$ cat src/rtl/ram_port_arbiter.sv
// Two-master arbiter in front of the CPU's single-port synchronous data RAM.
// Serialises master accesses into ACC cycles, inserts a CAP cycle after each
// read to capture the RAM output, and returns read data with an rvalid pulse.
module ram_port_arbiter #(
    parameter int ADDR_W     = 6,
    parameter int DATA_W     = 16,
    parameter int FIXED_PRIO = 0
) (
    input  logic              clk,
    input  logic              reset,
    input  logic              m0_req,
    input  logic              m0_we,
    input  logic [ADDR_W-1:0] m0_addr,
    input  logic [DATA_W-1:0] m0_wdata,
    output logic              m0_gnt,
    output logic              m0_rvalid,
    output logic [DATA_W-1:0] m0_rdata,
    input  logic              m1_req,
    input  logic              m1_we,
    input  logic [ADDR_W-1:0] m1_addr,
    input  logic [DATA_W-1:0] m1_wdata,
    output logic              m1_gnt,
    output logic              m1_rvalid,
    output logic [DATA_W-1:0] m1_rdata,
    output logic [ADDR_W-1:0] ram_addr,
    output logic              ram_we,
    output logic              ram_re,
    output logic [DATA_W-1:0] ram_wdata,
    input  logic [DATA_W-1:0] ram_rdata,
    output logic              busy
);

    typedef enum logic [1:0] {
        IDLE = 2'd0,
        ACC  = 2'd1,
        CAP  = 2'd2
    } state_t;

    state_t            state_q, state_d;
    logic              owner_q, owner_d;   // master that owns the current ACC/CAP
    logic              last_q, last_d;     // master granted most recently
    logic              we_q, we_d;
    logic [ADDR_W-1:0] addr_q, addr_d;
    logic [DATA_W-1:0] wdata_q, wdata_d;

    logic              elig0, elig1;
    logic              slot_free;
    logic              win;

    logic              m0_rvalid_q, m1_rvalid_q;
    logic [DATA_W-1:0] m0_rdata_q, m1_rdata_q;

    // Next state, winner selection and latching of the winner's transaction
    always_comb begin
        // NOTE: every signal driven here gets a default first, so no path can infer a latch.
        state_d = state_q;
        owner_d = owner_q;
        last_d  = last_q;
        we_d    = we_q;
        addr_d  = addr_q;
        wdata_d = wdata_q;
        win     = 1'b0;

        // The master in its gnt cycle still holds req high; it must not win again.
        elig0 = m0_req && !(state_q == ACC && owner_q == 1'b0);
        elig1 = m1_req && !(state_q == ACC && owner_q == 1'b1);

        // A read in ACC always moves to CAP; every other state is a decision point.
        slot_free = (state_q != ACC) || we_q;

        if (elig0 && elig1) begin
            win = (FIXED_PRIO != 0) ? 1'b0 : ~last_q;
        end else begin
            win = elig1;
        end

        if (!slot_free) begin
            state_d = CAP;
        end else if (elig0 || elig1) begin
            state_d = ACC;
            owner_d = win;
            last_d  = win;
            we_d    = win ? m1_we    : m0_we;
            addr_d  = win ? m1_addr  : m0_addr;
            wdata_d = win ? m1_wdata : m0_wdata;
        end else begin
            state_d = IDLE;
        end
    end

    // State register, arbitration pointer and latched transaction
    always_ff @(posedge clk or negedge reset) begin
        if (!reset) begin
            state_q <= IDLE;
            owner_q <= 1'b0;
            last_q  <= 1'b1;   // master 1 counts as most recent, so master 0 wins the first tie
            we_q    <= 1'b0;
            addr_q  <= '0;
            wdata_q <= '0;
        end else begin
            // NOTE: sequential state uses non-blocking assignments so every register sees pre-edge values.
            state_q <= state_d;
            owner_q <= owner_d;
            last_q  <= last_d;
            we_q    <= we_d;
            addr_q  <= addr_d;
            wdata_q <= wdata_d;
        end
    end

    // Capture RAM read data at the end of CAP and pulse the owner's rvalid next cycle
    always_ff @(posedge clk or negedge reset) begin
        if (!reset) begin
            // NOTE: data registers usually skip reset; these are reset because rdata must read 0 in reset.
            m0_rvalid_q <= 1'b0;
            m1_rvalid_q <= 1'b0;
            m0_rdata_q  <= '0;
            m1_rdata_q  <= '0;
        end else begin
            m0_rvalid_q <= (state_q == CAP) && (owner_q == 1'b0);
            m1_rvalid_q <= (state_q == CAP) && (owner_q == 1'b1);
            if (state_q == CAP && owner_q == 1'b0) begin
                m0_rdata_q <= ram_rdata;
            end
            if (state_q == CAP && owner_q == 1'b1) begin
                m1_rdata_q <= ram_rdata;
            end
        end
    end

    // Address and write data come straight from the latch, so they hold outside ACC.
    assign ram_addr  = addr_q;
    assign ram_wdata = wdata_q;
    assign ram_we    = (state_q == ACC) &&  we_q;
    assign ram_re    = (state_q == ACC) && !we_q;

    assign m0_gnt    = (state_q == ACC) && (owner_q == 1'b0);
    assign m1_gnt    = (state_q == ACC) && (owner_q == 1'b1);
    assign m0_rvalid = m0_rvalid_q;
    assign m1_rvalid = m1_rvalid_q;
    assign m0_rdata  = m0_rdata_q;
    assign m1_rdata  = m1_rdata_q;
    assign busy      = (state_q != IDLE);

endmodule

$ cat config.mk
export PLATFORM = sky130hd
export DESIGN_NAME = ram_port_arbiter
export DESIGN_NICKNAME = d
export VERILOG_FILES = /design/src/rtl/ram_port_arbiter.sv
export SDC_FILE = /design/constraint.sdc
export NUM_CORES = 1
export LEC_CHECK = 0
export CORE_MARGIN = 5
export CORE_UTILIZATION = 40
export CTS_BUF_LIST = sky130_fd_sc_hd__clkbuf_8
export CTS_CLUSTER_SIZE = 40
export DETAILED_ROUTE_END_ITERATION = 7
export GPL_TIMING_DRIVEN = 0
export MAX_ROUTING_LAYER = met4
export PLACE_DENSITY = 0.87
export SETUP_SLACK_MARGIN = 0.3
export SYNTH_ARGS = -nofsm -noshare
export SYNTH_HDL_FRONTEND = slang
export SYNTH_SLANG_ARGS = --single-unit
$ cat constraint.sdc
create_clock -name clk -period 2.33 [get_ports clk]
set_clock_uncertainty 0.1 [all_clocks]
set_input_delay 0.233 -clock clk [delete_from_list [all_inputs] [get_ports clk]]
set_output_delay 0.233 -clock clk [all_outputs]
set_load 0.05 [all_outputs]
==> impl_metrics.prom, run 1 <==
# TYPE chip_impl_metric gauge
chip_impl_metric{name="htreeDepth",unit=""} 3
chip_impl_metric{name="portBuffers",unit=""} 126
chip_impl_metric{name="crit_fanout",unit=""} 6
chip_impl_metric{name="area_growth",unit="%"} 58.2
chip_impl_info{name="clockRootBuffer",value="sky130_fd_sc_hd__clkbuf_8"} 1
chip_impl_info{name="ys_top_cells_by_count",value="60 x sky130_fd_sc_hd__dfrtp_1, 49 x sky130_fd_sc_hd__nand2_1, 30 x sky130_fd_sc_hd__o21ai_0"} 1
chip_impl_metric{name="largest_net_degree_at_the_start_of_global_routing",unit=""} 35
chip_impl_metric{name="cts.sinks",unit=""} 61
chip_impl_info{name="synth.top_cells.by_area",value="sky130_fd_sc_hd__dfrtp_1 56%, sky130_fd_sc_hd__mux2i_1 8.6%, sky130_fd_sc_hd__nand2_1 6.9%"} 1
chip_impl_info{name="rsz_0062_raised_after_global_routing",value="yes"} 1
chip_impl_metric{name="detail-route-antenna-nets",unit=""} 0
chip_impl_info{name="worst_r2r_endpoint",value="m0_rdata[6]$_DFFE_PN0P_"} 1
chip_impl_metric{name="hpwl",unit="mm"} 5.57
chip_impl_metric{name="ioPinCount",unit=""} 127
chip_impl_metric{name="max_cap_viols",unit=""} 0
chip_impl_metric{name="post-route-util",unit=""} 0.660
chip_impl_metric{name="ys_seq_elements",unit=""} 61
chip_impl_metric{name="clockPowerShare",unit=""} 0.116
chip_impl_metric{name="synth_sequential_area_ratio",unit=""} 0.571
chip_impl_metric{name="routed-via-count",unit=""} 2260
chip_impl_metric{name="routed_wirelength",unit="mm"} 7.49
chip_impl_info{name="min_path_type",value="input pin to flip-flop"} 1
chip_impl_info{name="cts_tree",value="built"} 1
chip_impl_metric{name="core",unit="µm²"} 6420
chip_impl_metric{name="post_synth_edffs",unit=""} 0
chip_impl_metric{name="netSwitchingFraction",unit=""} 0.500
chip_impl_metric{name="detailed_place.area",unit="µm²"} 4050
chip_impl_metric{name="power.share.combinational",unit=""} 0.620
chip_impl_metric{name="worst_ep_required_time",unit="ns"} 2.00
chip_impl_info{name="worstSetupStartpoint",value="owner_q$_DFFE_PN0P_"} 1
chip_impl_metric{name="layout.nets",unit=""} 435
chip_impl_info{name="path_class",value="flip-flop to output port"} 1
chip_impl_metric{name="power.density_cell_area",unit="nW/µm²"} 1690
chip_impl_metric{name="report.final.setup_viol",unit=""} 0
chip_impl_metric{name="period_share",unit=""} 0.901
chip_impl_metric{name="gpl.final_weighted_congestion",unit=""} 0.765
chip_impl_metric{name="fp-row-count",unit=""} 29
chip_impl_metric{name="layout_min_cycle_time",unit="ns"} 2.10
chip_impl_metric{name="hold_violations",unit=""} 0
chip_impl_metric{name="route.detailed.drc",unit=""} 0
chip_impl_metric{name="net-switching-power",unit="µW"} 3590
chip_impl_info{name="synth_top_flop_cell",value="sky130_fd_sc_hd__dfrtp_1"} 1
chip_impl_metric{name="max_freq",unit="GHz"} 0.476
chip_impl_metric{name="clk_path_buf_depth",unit=""} 2
chip_impl_metric{name="global_route_wire_length_before_repair",unit="mm"} 11.9
chip_impl_metric{name="routed_via_density",unit=""} 5.01
chip_impl_metric{name="die_width",unit="µm"} 91.8
chip_impl_metric{name="clk_latency",unit="ns"} 0.32
chip_impl_metric{name="antenna_cells_inserted",unit=""} 0
chip_impl_metric{name="syn_inst",unit=""} 230
chip_impl_info{name="worst_r2r_startpoint",value="owner_q$_DFFE_PN0P_"} 1
chip_impl_metric{name="fin_cells",unit=""} 451
chip_impl_metric{name="ys_warn_count",unit=""} 0
chip_impl_metric{name="syn_avg_cell_area",unit="µm²"} 11.6
chip_impl_metric{name="multi_input_combinational_cell_area",unit="µm²"} 1050
chip_impl_metric{name="worst_setup_hold_path_clk_slew",unit="ns"} 0.07
chip_impl_metric{name="tritoncts_buffer_count",unit=""} 9
chip_impl_metric{name="area.sequential",unit="µm²"} 1530
chip_impl_metric{name="detail_route.iter0.violations",unit=""} 61
chip_impl_metric{name="number_of_antenna_violations_at_the_first_check_in_global_routing",unit=""} 0
chip_impl_metric{name="groute.usage.overall",unit=""} 0.185
chip_impl_metric{name="setup_slack_of_the_most_critical_reg_to_reg_path",unit="ns"} 0.27
chip_impl_metric{name="critical_path_arrival",unit="ns"} 1.77
chip_impl_metric{name="worst-r2r-cell-count",unit=""} 3
chip_impl_metric{name="netlist-cell-type-count",unit=""} 30
chip_impl_metric{name="synthesis.nets",unit=""} 296
chip_impl_metric{name="peakVddDrop",unit="µV"} 621
chip_impl_info{name="synth_most_common_cell",value="sky130_fd_sc_hd__dfrtp_1"} 1
chip_impl_metric{name="post_route_cells_drive_above_1_share",unit=""} 0.190
chip_impl_info{name="critical_path.startpoint_type",value="flip-flop"} 1
chip_impl_metric{name="fp.dieArea",unit="µm²"} 8430
chip_impl_metric{name="slew-limit-headroom",unit=""} 0.487
chip_impl_info{name="run_status",value="finished, final reports clean"} 1
chip_impl_metric{name="post-synth-top-area-fraction",unit=""} 0.561
chip_impl_metric{name="initial_core_util",unit=""} 0.417
chip_impl_metric{name="total_leakage_power",unit="µW"} 0.00189
chip_impl_metric{name="share_seq_of_total_power",unit=""} 0.264
chip_impl_metric{name="fin_area",unit="µm²"} 4240
chip_impl_metric{name="num-fill-cells",unit=""} 504
chip_impl_metric{name="intPower",unit="µW"} 3590
chip_impl_info{name="synth_top_area_cell",value="sky130_fd_sc_hd__dfrtp_1"} 1
chip_impl_metric{name="first_pass_iters",unit=""} 4
chip_impl_metric{name="worstMarginPinSlew",unit="ns"} 0.769
chip_impl_metric{name="avgRoutedWirePerCell",unit="µm"} 16.6
chip_impl_metric{name="die_y",unit="µm"} 91.8
chip_impl_metric{name="timing.final.max_slew_violations",unit=""} 0
chip_impl_metric{name="setup_tns",unit="ns"} 0
chip_impl_info{name="critical_path.endpoint",value="m0_gnt"} 1
chip_impl_metric{name="synth_async_sr_flop_share",unit=""} 1.00
chip_impl_metric{name="place.detailed.instances",unit=""} 434
chip_impl_metric{name="post_synth_instance_area",unit="µm²"} 2680
chip_impl_info{name="crit_path_end_kind",value="output port"} 1
chip_impl_metric{name="overflow_left_after_global_routing",unit=""} 0
chip_impl_metric{name="grt_pass1_vias",unit=""} 2354
## placed cells by master, fill, tap and decap left out, types with 3 or more instances in the layout
| cell type | count |
|---|---|
| sky130_fd_sc_hd__clkdlybuf4s50_1 | 120 |
| sky130_fd_sc_hd__dfrtp_1 | 60 |
| sky130_fd_sc_hd__nand2_1 | 49 |
| sky130_fd_sc_hd__o21ai_0 | 30 |
| sky130_fd_sc_hd__mux2i_1 | 23 |
| sky130_fd_sc_hd__o21ai_2 | 19 |
| sky130_fd_sc_hd__mux2_2 | 16 |
| sky130_fd_sc_hd__clkbuf_8 | 11 |
| sky130_fd_sc_hd__clkbuf_1 | 4 |
| sky130_fd_sc_hd__clkbuf_2 | 4 |
| sky130_fd_sc_hd__inv_1 | 3 |
| sky130_fd_sc_hd__buf_12 | 3 |
| sky130_fd_sc_hd__clkinv_2 | 3 |
## what timing repair did
item                                    4_1_cts  5_1_grt
buffers inserted                              0        0
gates resized for setup                       7        6
endpoints found under the setup margin       14       30
pin swaps                                     0        0
hold buffers                                  1        0
endpoints found under the hold margin        33        0
## through the flow
step           setup slack [ns]  hold slack, ns  total power [µW]
6_report                  0.231           0.365              7170
2_1_floorplan             0.633          -0.163              4860
5_1_grt                   0.165           0.347              7550
4_1_cts                   0.184           0.354              7230
3_3_place_gp             -0.947           0.356              6290
3_5_place_dp             0.0849           0.248              6400
## metal layers
layer | global-route usage | wire length, µm
met1 | 0.222 | 3160
met3 | 0.0475 | 555
met2 | 0.299 | 3680
met4 | 0.0743 | 96
met5 | - | 0
## cell type report
| cell class | instances | share of cell area |
|---|---|---|
| sequential | 61 | 0.361 |
| timing repair buffer | 128 | 0.301 |
| multi-input combinational | 153 | 0.247 |
| clock buffer | 11 | 0.0357 |
| buffer | 12 | 0.0227 |
| tap | 77 | 0.0227 |
| clock inverter | 5 | 0.00620 |
| inverter | 4 | 0.00354 |
## state kept, by name (all words and copies together) (netlist names)
register / count
ram_addr: 6
m1_rdata: 16
we_q: 1
state_q: 2
m0_rdata: 16
owner_q: 1
m0_rvalid: 1
ram_wdata: 16
m1_rvalid: 1
last_q: 1
## power by group through the flow
stage                     clock (µW)  sequential, µW  combinational, µW
after floorplan                    0            3560               1300
after global placement             0            1880               4420
after detailed placement           0            1920               4480
after CTS                        859            1900               4470
after global routing             919            1970               4660
final                            833            1890               4450
## how the worst min path moves through the flow
stage	endpoint	cells after the start	startpoint	slack, ns
after floorplan	m0_rdata[0]$_DFFE_PN0P_	0	reset	-0.16
after global placement	m1_rdata[13]$_DFFE_PN0P_	2	m1_rdata[13]$_DFFE_PN0P_	0.36
after detailed placement	m0_rdata[2]$_DFFE_PN0P_	1	reset	0.25
after CTS	m1_rdata[13]$_DFFE_PN0P_	3	ram_rdata[13]	0.35
after global routing	m1_rdata[8]$_DFFE_PN0P_	3	ram_rdata[8]	0.35
final	m1_rdata[12]$_DFFE_PN0P_	3	ram_rdata[12]	0.37
## cell families (layout without fill, tap and decap cells)
kind of cell           count (synthesis)  after routing  share of synthesized area
AO/OA/AOI/OAI                         53             53                      0.134
buffers and inverters                 16            160                     0.0416
flip-flops                            61             61                      0.571
multiplexers                          39             39                      0.153
AND/OR/NAND/NOR                       61             61                      0.100
## worst max-delay path, stage by stage, from the launching register on
cell and delay, ns:
sky130_fd_sc_hd__dfrtp_1 0.44, sky130_fd_sc_hd__or3b_4 0.44, sky130_fd_sc_hd__inv_1 0.06, sky130_fd_sc_hd__clkdlybuf4s15_1 0.50
No activity file was read; power rests on OpenSTA's default activity.
==> run 2: changes to the inputs <==
- SKIP_CTS_REPAIR_TIMING: not set -> 1
==> run 2 against run 1 <==
Net effect:
- power increased by 0.30%
- register-to-register slack gained 0.10 ns
- fmax up 2.6%
- clock power barely moved
- first-iteration DRC count grew 13%
- worst setup slack better by 0.054 ns
- sequential cell count stayed put
- design area grew 0.30%
- critical path depth did not move
- final cell count is the same
- sequential power is essentially flat
- largest cell class unchanged
- largest power group unchanged
==> impl_metrics.prom, run 2 (synthesis results as in run 1) <==
# TYPE chip_impl_metric gauge
chip_impl_metric{name="grt_pass1_vias",unit=""} 2346
chip_impl_metric{name="detail-route-antenna-nets",unit=""} 0
chip_impl_info{name="run_status",value="finished, final reports clean"} 1
chip_impl_metric{name="htreeDepth",unit=""} 3
chip_impl_metric{name="routed_wirelength",unit="mm"} 7.50
chip_impl_info{name="rsz_0062_raised_after_global_routing",value="yes"} 1
chip_impl_metric{name="clk_path_buf_depth",unit=""} 2
chip_impl_metric{name="timing.final.max_slew_violations",unit=""} 0
chip_impl_metric{name="worst_setup_hold_path_clk_slew",unit="ns"} 0.07
chip_impl_metric{name="clk_latency",unit="ns"} 0.32
chip_impl_metric{name="worstMarginPinSlew",unit="ns"} 0.780
chip_impl_metric{name="fin_area",unit="µm²"} 4250
chip_impl_metric{name="dp_slack",unit="ns"} 0.0849
chip_impl_metric{name="total_leakage_power",unit="µW"} 0.00194
chip_impl_info{name="critical_path.startpoint_type",value="flip-flop"} 1
chip_impl_metric{name="hold_depth",unit=""} 3
chip_impl_info{name="timing.hold.worst_endpoint",value="m1_rdata[12]$_DFFE_PN0P_"} 1
chip_impl_info{name="crit_path_end_kind",value="output port"} 1
chip_impl_metric{name="number_of_antenna_violations_at_the_first_check_in_global_routing",unit=""} 0
chip_impl_info{name="clockRootBuffer",value="sky130_fd_sc_hd__clkbuf_8"} 1
chip_impl_metric{name="worst-r2r-cell-count",unit=""} 5
chip_impl_metric{name="layout.nets",unit=""} 435
chip_impl_metric{name="detail_route.iter0.violations",unit=""} 69
chip_impl_info{name="final_common_cell",value="sky130_fd_sc_hd__clkdlybuf4s50_1"} 1
chip_impl_metric{name="global_route_wire_length_before_repair",unit="mm"} 11.8
chip_impl_info{name="cts_tree",value="built"} 1
chip_impl_metric{name="worst_ep_required_time",unit="ns"} 2.00
chip_impl_metric{name="detailed_place.area",unit="µm²"} 4050
chip_impl_metric{name="max_cap_viols",unit=""} 0
chip_impl_metric{name="post_route_cells_drive_above_1_share",unit=""} 0.184
chip_impl_metric{name="power.density_cell_area",unit="nW/µm²"} 1690
chip_impl_metric{name="peakVddDrop",unit="µV"} 622
chip_impl_metric{name="critical_path_arrival",unit="ns"} 1.71
chip_impl_metric{name="routed-via-count",unit=""} 2249
chip_impl_metric{name="slew-limit-headroom",unit=""} 0.480
chip_impl_metric{name="groute.usage.overall",unit=""} 0.185
chip_impl_metric{name="initial_core_util",unit=""} 0.417
chip_impl_metric{name="area_growth",unit="%"} 58.7
chip_impl_metric{name="ioPinCount",unit=""} 127
chip_impl_metric{name="cts.sinks",unit=""} 61
chip_impl_metric{name="setup_slack_of_the_most_critical_reg_to_reg_path",unit="ns"} 0.37
chip_impl_metric{name="route.detailed.drc",unit=""} 0
chip_impl_metric{name="layout_min_cycle_time",unit="ns"} 2.05
chip_impl_metric{name="routed_via_density",unit=""} 4.99
chip_impl_metric{name="crit_fanout",unit=""} 6
chip_impl_metric{name="avgRoutedWirePerCell",unit="µm"} 16.6
chip_impl_metric{name="period_share",unit=""} 0.878
chip_impl_info{name="min_path_type",value="input pin to flip-flop"} 1
chip_impl_info{name="worst_hold_startpoint",value="ram_rdata[12]"} 1
chip_impl_metric{name="core",unit="µm²"} 6420
chip_impl_metric{name="hpwl",unit="mm"} 5.57
chip_impl_metric{name="first_pass_iters",unit=""} 4
chip_impl_info{name="path_class",value="flip-flop to output port"} 1
chip_impl_metric{name="largest_net_degree_at_the_start_of_global_routing",unit=""} 35
chip_impl_metric{name="antenna_cells_inserted",unit=""} 0
chip_impl_info{name="layout_common_cells",value="120 x sky130_fd_sc_hd__clkdlybuf4s50_1, 60 x sky130_fd_sc_hd__dfrtp_1, 49 x sky130_fd_sc_hd__nand2_1"} 1
chip_impl_metric{name="gpl.final_weighted_congestion",unit=""} 0.765
chip_impl_metric{name="die_y",unit="µm"} 91.8
chip_impl_metric{name="report.final.setup_viol",unit=""} 0
chip_impl_metric{name="overflow_left_after_global_routing",unit=""} 0
chip_impl_metric{name="tritoncts_buffer_count",unit=""} 9
chip_impl_metric{name="die_width",unit="µm"} 91.8
chip_impl_metric{name="hold_violations",unit=""} 0
chip_impl_metric{name="layout_setup_ws",unit="ns"} 0.285
chip_impl_info{name="worst_r2r_startpoint",value="state_q[0]$_DFF_PN0_"} 1
chip_impl_metric{name="fp.dieArea",unit="µm²"} 8430
chip_impl_metric{name="portBuffers",unit=""} 126
chip_impl_metric{name="fp-row-count",unit=""} 29
chip_impl_info{name="worst_r2r_endpoint",value="ram_addr[1]$_DFFE_PN0P_"} 1
chip_impl_metric{name="max_freq",unit="GHz"} 0.489
[run 2: layout make-up]
type | count | area, µm²
Buffer | 12 | 96.3
Clock inverter | 5 | 26.3
Timing Repair Buffer | 128 | 1290
Tap cell | 77 | 96.3
Multi-Input combinational cell | 153 | 1040
Clock buffer | 11 | 151
Fill cell | 506 | 2170
Inverter | 4 | 15.0
Sequential cell | 61 | 1530
[run 2: report_power, final]
group	leakage [µW]	switching, µW	internal [µW]	total [µW]
Clock	0.0000963	400	435	834
Combinational	0.00111	2880	1570	4460
Sequential	0.000738	312	1590	1900
Total	0.00194	3590	3600	7200
[run 2: how the worst max path moves through the flow]
| stage | from | end | slack (ns) | cells past startpoint |
|---|---|---|---|---|
| detailed placement | m0_req | ram_wdata[5]$_DFFE_PN0P_ | 0.08 | 6 |
| CTS | owner_q$_DFFE_PN0P_ | m0_gnt | -0.09 | 3 |
| finish | owner_q$_DFFE_PN0P_ | m0_gnt | 0.28 | 3 |
| floorplan | owner_q$_DFFE_PN0P_ | ram_wdata[10]$_DFFE_PN0P_ | 0.63 | 6 |
| global route | state_q[0]$_DFF_PN0_ | ram_addr[2]$_DFFE_PN0P_ | 0.20 | 5 |
| global placement | reset | ram_addr[3]$_DFFE_PN0P_ | -0.95 | 1 |
[run 2: critical path: stages (launching register included)]
cell and delay, ns:
sky130_fd_sc_hd__dfrtp_1 0.46, sky130_fd_sc_hd__or3b_4 0.44, sky130_fd_sc_hd__inv_1 0.06, sky130_fd_sc_hd__dlymetal6s2s_1 0.43
[run 2: routing by layer]
layer,vias up,part of all wire,track usage
li1,1066,-,-
met1,1077,0.42,0.222
met2,102,0.50,0.299
met3,4,0.074,0.0466
met4,0,0.0057,0.0743
met5,-,0,-
[run 2: per-stage QoR]
| step | instances | power [µW] | TNS [ns] | hold slack [ns] | utilization |
|---|---|---|---|---|---|
| 5_1_grt | 451 | 7580 | 0 | 0.347 | 0.662 |
| 4_1_cts | 450 | 7260 | -0.135 | -0.112 | 0.658 |
| 6_report | 451 | 7200 | 0 | 0.367 | 0.662 |
| 3_5_place_dp | 434 | 6400 | 0 | 0.248 | 0.631 |
| 3_3_place_gp | 433 | 6290 | -56.94 | 0.356 | 0.628 |
| 2_1_floorplan | 230 | 4860 | 0 | -0.163 | - |
==> run 3: changes to the inputs <==
- CAP_MARGIN: not set -> 10
==> results of run 3 <==
The final DEF is identical to that of run 2; final timing and power are the same.
